<file path="config.mk">
export PLATFORM = sky130hd
export DESIGN_NAME = led_status_array
export DESIGN_NICKNAME = d
export VERILOG_FILES = /design/src/rtl/led_status_pkg.sv /design/src/rtl/led_unit_fsm.sv /design/src/rtl/led_status_array.sv
export SDC_FILE = /design/constraint.sdc
export NUM_CORES = 1
export LEC_CHECK = 0
export ABC_AREA = 1
export CAP_MARGIN = 20
export CORE_ASPECT_RATIO = 0.7
export CORE_MARGIN = 2
export CORE_UTILIZATION = 60
export CTS_BUF_LIST = sky130_fd_sc_hd__clkbuf_4 sky130_fd_sc_hd__clkbuf_8 sky130_fd_sc_hd__clkbuf_16
export DETAILED_ROUTE_END_ITERATION = 10
export GPL_ROUTABILITY_DRIVEN = 0
export GPL_TIMING_DRIVEN = 0
export PLACE_DENSITY = 0.93
export SLEW_MARGIN = 20
export SYNTH_ARGS = -nofsm -noshare
export SYNTH_HDL_FRONTEND = slang
export SYNTH_SLANG_ARGS = --single-unit
export TNS_END_PERCENT = 20
</file>
<file path="constraint.sdc">
create_clock -name clock -period 4.43 [get_ports clock]
set_input_delay 1.1075 -clock clock [delete_from_list [all_inputs] [get_ports clock]]
set_output_delay 1.1075 -clock clock [all_outputs]
set_load 0.05 [all_outputs]
</file>
<file path="src/rtl/led_status_pkg.sv">
// led_status_pkg: shared per-unit state encoding and state-to-colour decode
package led_status_pkg;
  typedef enum logic [2:0] {
    IDLE = 3'd0,
    IFM  = 3'd1,
    FIM  = 3'd2,
    BDM  = 3'd3,
    END  = 3'd4
  } state_t;
  function automatic logic [2:0] colour(state_t s, logic phase);
    return s == IFM ? 3'b100 :
           s == FIM ? 3'b001 :
           s == BDM ? 3'b010 :
           s == END ? {1'b0, phase, 1'b0} : 3'b000;
  endfunction
endpackage

</file>
<file path="src/rtl/led_unit_fsm.sv">
// led_unit_fsm: one unit's message-tracking state machine with registered {r,g,b} colour
module led_unit_fsm
  import led_status_pkg::*;
(
  input  logic clk,
  input  logic rst,
  input  logic ifm,
  input  logic fim,
  input  logic bdm,
  input  logic stop,
  input  logic blink_phase,
  output logic r,
  output logic g,
  output logic b,
  output logic is_end
);
  state_t state, nxt;
  always_ff @(posedge clk) begin
    state <= rst ? IDLE : nxt;
    {r, g, b} <= rst ? 3'b000 : colour(nxt, blink_phase);
  end
  always_comb begin
    nxt = state;
    case (state)
      IDLE:    nxt = ifm ? IFM : stop ? END : IDLE;
      IFM:     nxt = fim ? FIM : IFM;
      FIM:     nxt = bdm ? BDM : FIM;
      BDM:     nxt = fim ? FIM : stop ? END : BDM;
      default: nxt = END;
    endcase
  end
  assign is_end = state == END;
endmodule

</file>
<file path="src/rtl/led_status_array.sv">
// led_status_array: NUM_UNITS status LEDs sharing one phase-aligned blink generator.
// LED_STATUS_PWM_EN adds an 8-bit PWM dimmer on the led_* outputs (PWM_DUTY).
module led_status_array
  import led_status_pkg::*;
#(
  parameter int NUM_UNITS = 3,
  parameter int BLINK_DIV = 3125000,
  parameter int CNT_W     = 22
`ifdef LED_STATUS_PWM_EN
  ,parameter int PWM_DUTY = 128
`endif
)(
  input  logic                 clock,
  input  logic                 reset,
  input  logic [NUM_UNITS-1:0] ifm,
  input  logic [NUM_UNITS-1:0] fim,
  input  logic                 bdm,
  input  logic                 stop,
  output logic [NUM_UNITS-1:0] led_r,
  output logic [NUM_UNITS-1:0] led_g,
  output logic [NUM_UNITS-1:0] led_b,
  output logic                 any_blue,
  output logic                 all_end
);
  logic [CNT_W-1:0] cnt, cnt_nxt;
  logic phase, phase_nxt, wrap, any_end;
  logic [NUM_UNITS-1:0] r, g, b, e;
  // Units are fed the phase the generator will hold after this edge so their
  // registered green always matches the shared phase register.
  always_comb begin
    wrap      = cnt == CNT_W'(BLINK_DIV - 1);
    cnt_nxt   = !any_end || wrap ? '0 : cnt + CNT_W'(1);
    phase_nxt = !any_end ? 1'b1 : wrap ? ~phase : phase;
  end
  always_ff @(posedge clock) begin
    cnt   <= reset ? '0 : cnt_nxt;
    phase <= reset ? 1'b1 : phase_nxt;
  end
  for (genvar i = 0; i < NUM_UNITS; i++) begin : g_unit
    led_unit_fsm u_fsm (
      .clk(clock), .rst(reset), .ifm(ifm[i]), .fim(fim[i]), .bdm(bdm), .stop(stop),
      .blink_phase(phase_nxt), .r(r[i]), .g(g[i]), .b(b[i]), .is_end(e[i])
    );
  end
  assign any_end  = |e;
  assign any_blue = |b;
  assign all_end  = &e;
`ifdef LED_STATUS_PWM_EN
  logic [7:0] pwm_cnt;
  logic pwm_on;
  always_ff @(posedge clock) pwm_cnt <= reset ? 8'd0 : pwm_cnt + 8'd1;
  assign pwm_on = pwm_cnt < 8'(PWM_DUTY);
  assign led_r = r & {NUM_UNITS{pwm_on}};
  assign led_g = g & {NUM_UNITS{pwm_on}};
  assign led_b = b & {NUM_UNITS{pwm_on}};
`else
  assign led_r = r;
  assign led_g = g;
  assign led_b = b;
`endif
endmodule

</file>
==> flow_summary.ini <==
[critical_path]
worstPathArrival_ns = 2.09
crit_fanout = 5
reg2reg_depth = 6
cp-end-kind = output pin
worstSetupPathType = flip-flop to output pin
r2r-end = cnt[4]
r2r-start = cnt[9]
rrSetupSlack_ns = 2.75
required_ns = 3.32
crit_path_start_kind = flip-flop

[pwr]
peakVddDrop_mv = 0.2200
p_per_area_mw_per_mm2 = 332.8
power_leakage_nw = 1.015

[route]
first_pass_iters = 5
routedWlPerCell_um = 12.89
ant_nets = 0
drt_iter0_drc = 258
routed_wl_mm = 5.040
routed_via_density = 5.396
num_vias = 2110
drc = 0

[min_path]
hold_class = flip-flop to flip-flop
min_to = cnt[0]
min_path_cells = 1
hp-start = cnt[0]

[global_route]
grt_max_degree = 14
grt.overflow.total = 0
grt_pass1_vias = 1847
grt_pass1_wl_mm = 8.307
antenna_found_initial = 0
grtUsageTotal = 0.2565

[floorplan]
fp.dieW_um = 76.18
initial_core_util = 0.6229
fp.dieArea_mm2 = 0.004154
pin_count = 21
num_rows = 18
core_area_mm2 = 0.003513
die_y_um = 54.53

[final_layout]
final_common_cell = nor2_1
area_growth_pct = 17.50
drive_above_1_share = 0.1408
diodes = 0
final_cell_mix = nor2_1 (46), nand2_1 (45), inv_1 (44)
nets = 351
n_fill_cell = 284

[clock_network]
cts.path.max_buffers = 2
clkLatencyLatePin_ns = 0.29
post_cts_resized = 0
clkSinkCount = 41
cts.hold.buffers_added = 0
htree_levels = 2
cts_buffers = 5
cts-root-buf = clkbuf_8
cts_tree = yes
post_cts.repair.setup_buffers = 0
path_clk_slew_ns = 0.08

[timing]
tightestPinTransition_ns = 0.5126
layout_min_cycle_time_ns = 3.194
max_freq_mhz = 313.1
slew_viol_final = 0
rsz0062_at_grt = false
fin_crit_sh = 0.7210
slew_headroom = 0.6539
tns_ns = 0
fin_skew_ns = 0.006087
final-setup-viol-count = 0
holdWs_ns = 0.4668
hold_viol = 0

[placed_design]
io_buffers = 20
hpwl_mm = 3.755

[logic_synthesis]
synth-seq-cells = 41
yosysWarnings = 0
synth.distinct_cells = 34
netlist_instances = 313
synth_nets = 324
yosysTopAreaCell = dfxtp_1
yosysSeqAreaShare = 0.3751
yosysTopAreaCellShare = 0.3751
postSynthAreaPerCell_um2 = 6.992
synth_area_mm2 = 0.002188
synth.area.top_cells = dfxtp_1 (38%), nor2_1 (7.9%), nand2_1 (7.7%), inv_1 (7.5%), nand3_1 (7.3%)

[run_status]
outcome = finished, final reports clean

[run]
maxCapViolations = 0
state kept, by name, indices dropped and copies added (netlist names):
register,count
cnt,22
g_unit.u_fsm.g,3
g_unit.u_fsm.b,3
g_unit.u_fsm.r,3
g_unit.u_fsm.state,9
phase,1
critical path, cell delays in order (launching register included):
cell and delay, ns:
dfxtp_1 0.36, nor2_1 0.19, nand2_1 0.12, nor3_1 0.27
clkdlybuf4s50_1 0.85
power by group:
group	leakage [nW]	total (mW)	internal [mW]	switching, mW
combinational	0.625	0.148	0.0541	0.0936
sequential	0.333	0.394	0.384	0.00952
clock	0.0574	0.314	0.183	0.131
total	1.02	0.856	0.622	0.234
worst max path at each step:
stage | start | endpoint | slack [ns] | cells after the start
2_1_floorplan | g_unit[2].u_fsm.state[0] | all_end | 1.68 | 3
3_3_place_gp | g_unit[2].u_fsm.state[0] | all_end | 1.67 | 4
3_5_place_dp | g_unit[2].u_fsm.state[0] | all_end | 1.61 | 4
4_1_cts | g_unit[2].u_fsm.state[0] | all_end | 1.28 | 4
5_1_grt | g_unit[2].u_fsm.state[0] | all_end | 1.16 | 4
6_report | g_unit[2].u_fsm.state[0] | all_end | 1.24 | 4
stage by stage:
stage                     cells  power [mW]    util  worst slack (ns)  area, um^2
after floorplan             313      0.5033       -             1.680        2188
after global placement      383      0.5420  0.6977             1.667        2451
after detailed placement    383      0.5473  0.6977             1.609        2451
after CTS                   391      0.8570  0.7318             1.281        2571
after global routing        391      0.8879  0.7318             1.160        2571
final                       391      0.8557  0.7318             1.236        2571
area by class of cell:
class / instances / area (um^2) / share of cell area
buffer: 11 / 82.58 / 0.03212
clock buffer: 6 / 82.58 / 0.03212
clock inverter: 2 / 37.54 / 0.01460
inverter: 48 / 180.2 / 0.07007
multi-input combinational: 213 / 1105 / 0.4297
sequential: 41 / 820.8 / 0.3192
tap: 50 / 62.56 / 0.02433
timing repair buffer: 20 / 200.2 / 0.07786
cell families (layout without fill, tap and decap cells):
kind of cell	after synthesis	after routing	share of synthesized area
AO/OA/AOI/OAI	27	27	0.07033
XOR/XNOR	7	7	0.02802
adder cells (fa/ha/maj)	1	1	0.005717
buffers and inverters	59	87	0.1201
AND/OR/NAND/NOR	178	178	0.4008
flip-flops	41	41	0.3751
Yosys cell counts:
library cell / count
nor2_1: 46
nand2_1: 45
inv_1: 44
dfxtp_1: 41
nand3_1: 32
nor3_1: 15
a21oi_1: 12
buf_4: 9
nand2_2: 8
nand4_1: 8
nor2_2: 8
o21ai_0: 6
xor2_1: 5
a31oi_1: 4
inv_2: 4
nand2_4: 2
nand3_2: 2
nor2_4: 2
nor3_2: 2
nor4_2: 2
o31ai_1: 2
xnor2_1: 2
a211oi_1: 1
and2_1: 1
and3_1: 1
buf_6: 1
clkbuf_1: 1
ha_1: 1
nand3b_1: 1
nor3b_1: 1
o211ai_1: 1
o311ai_0: 1
or2_1: 1
or3_1: 1
metal layers:
layer,vias up,track usage,wire length (um)
met5,-,0,0
met4,0,0.08788,45
met3,6,0.04785,341
met2,78,0.4345,2266
met1,970,0.3408,2386
li1,1056,-,-
(Power assumes the default switching activity.)
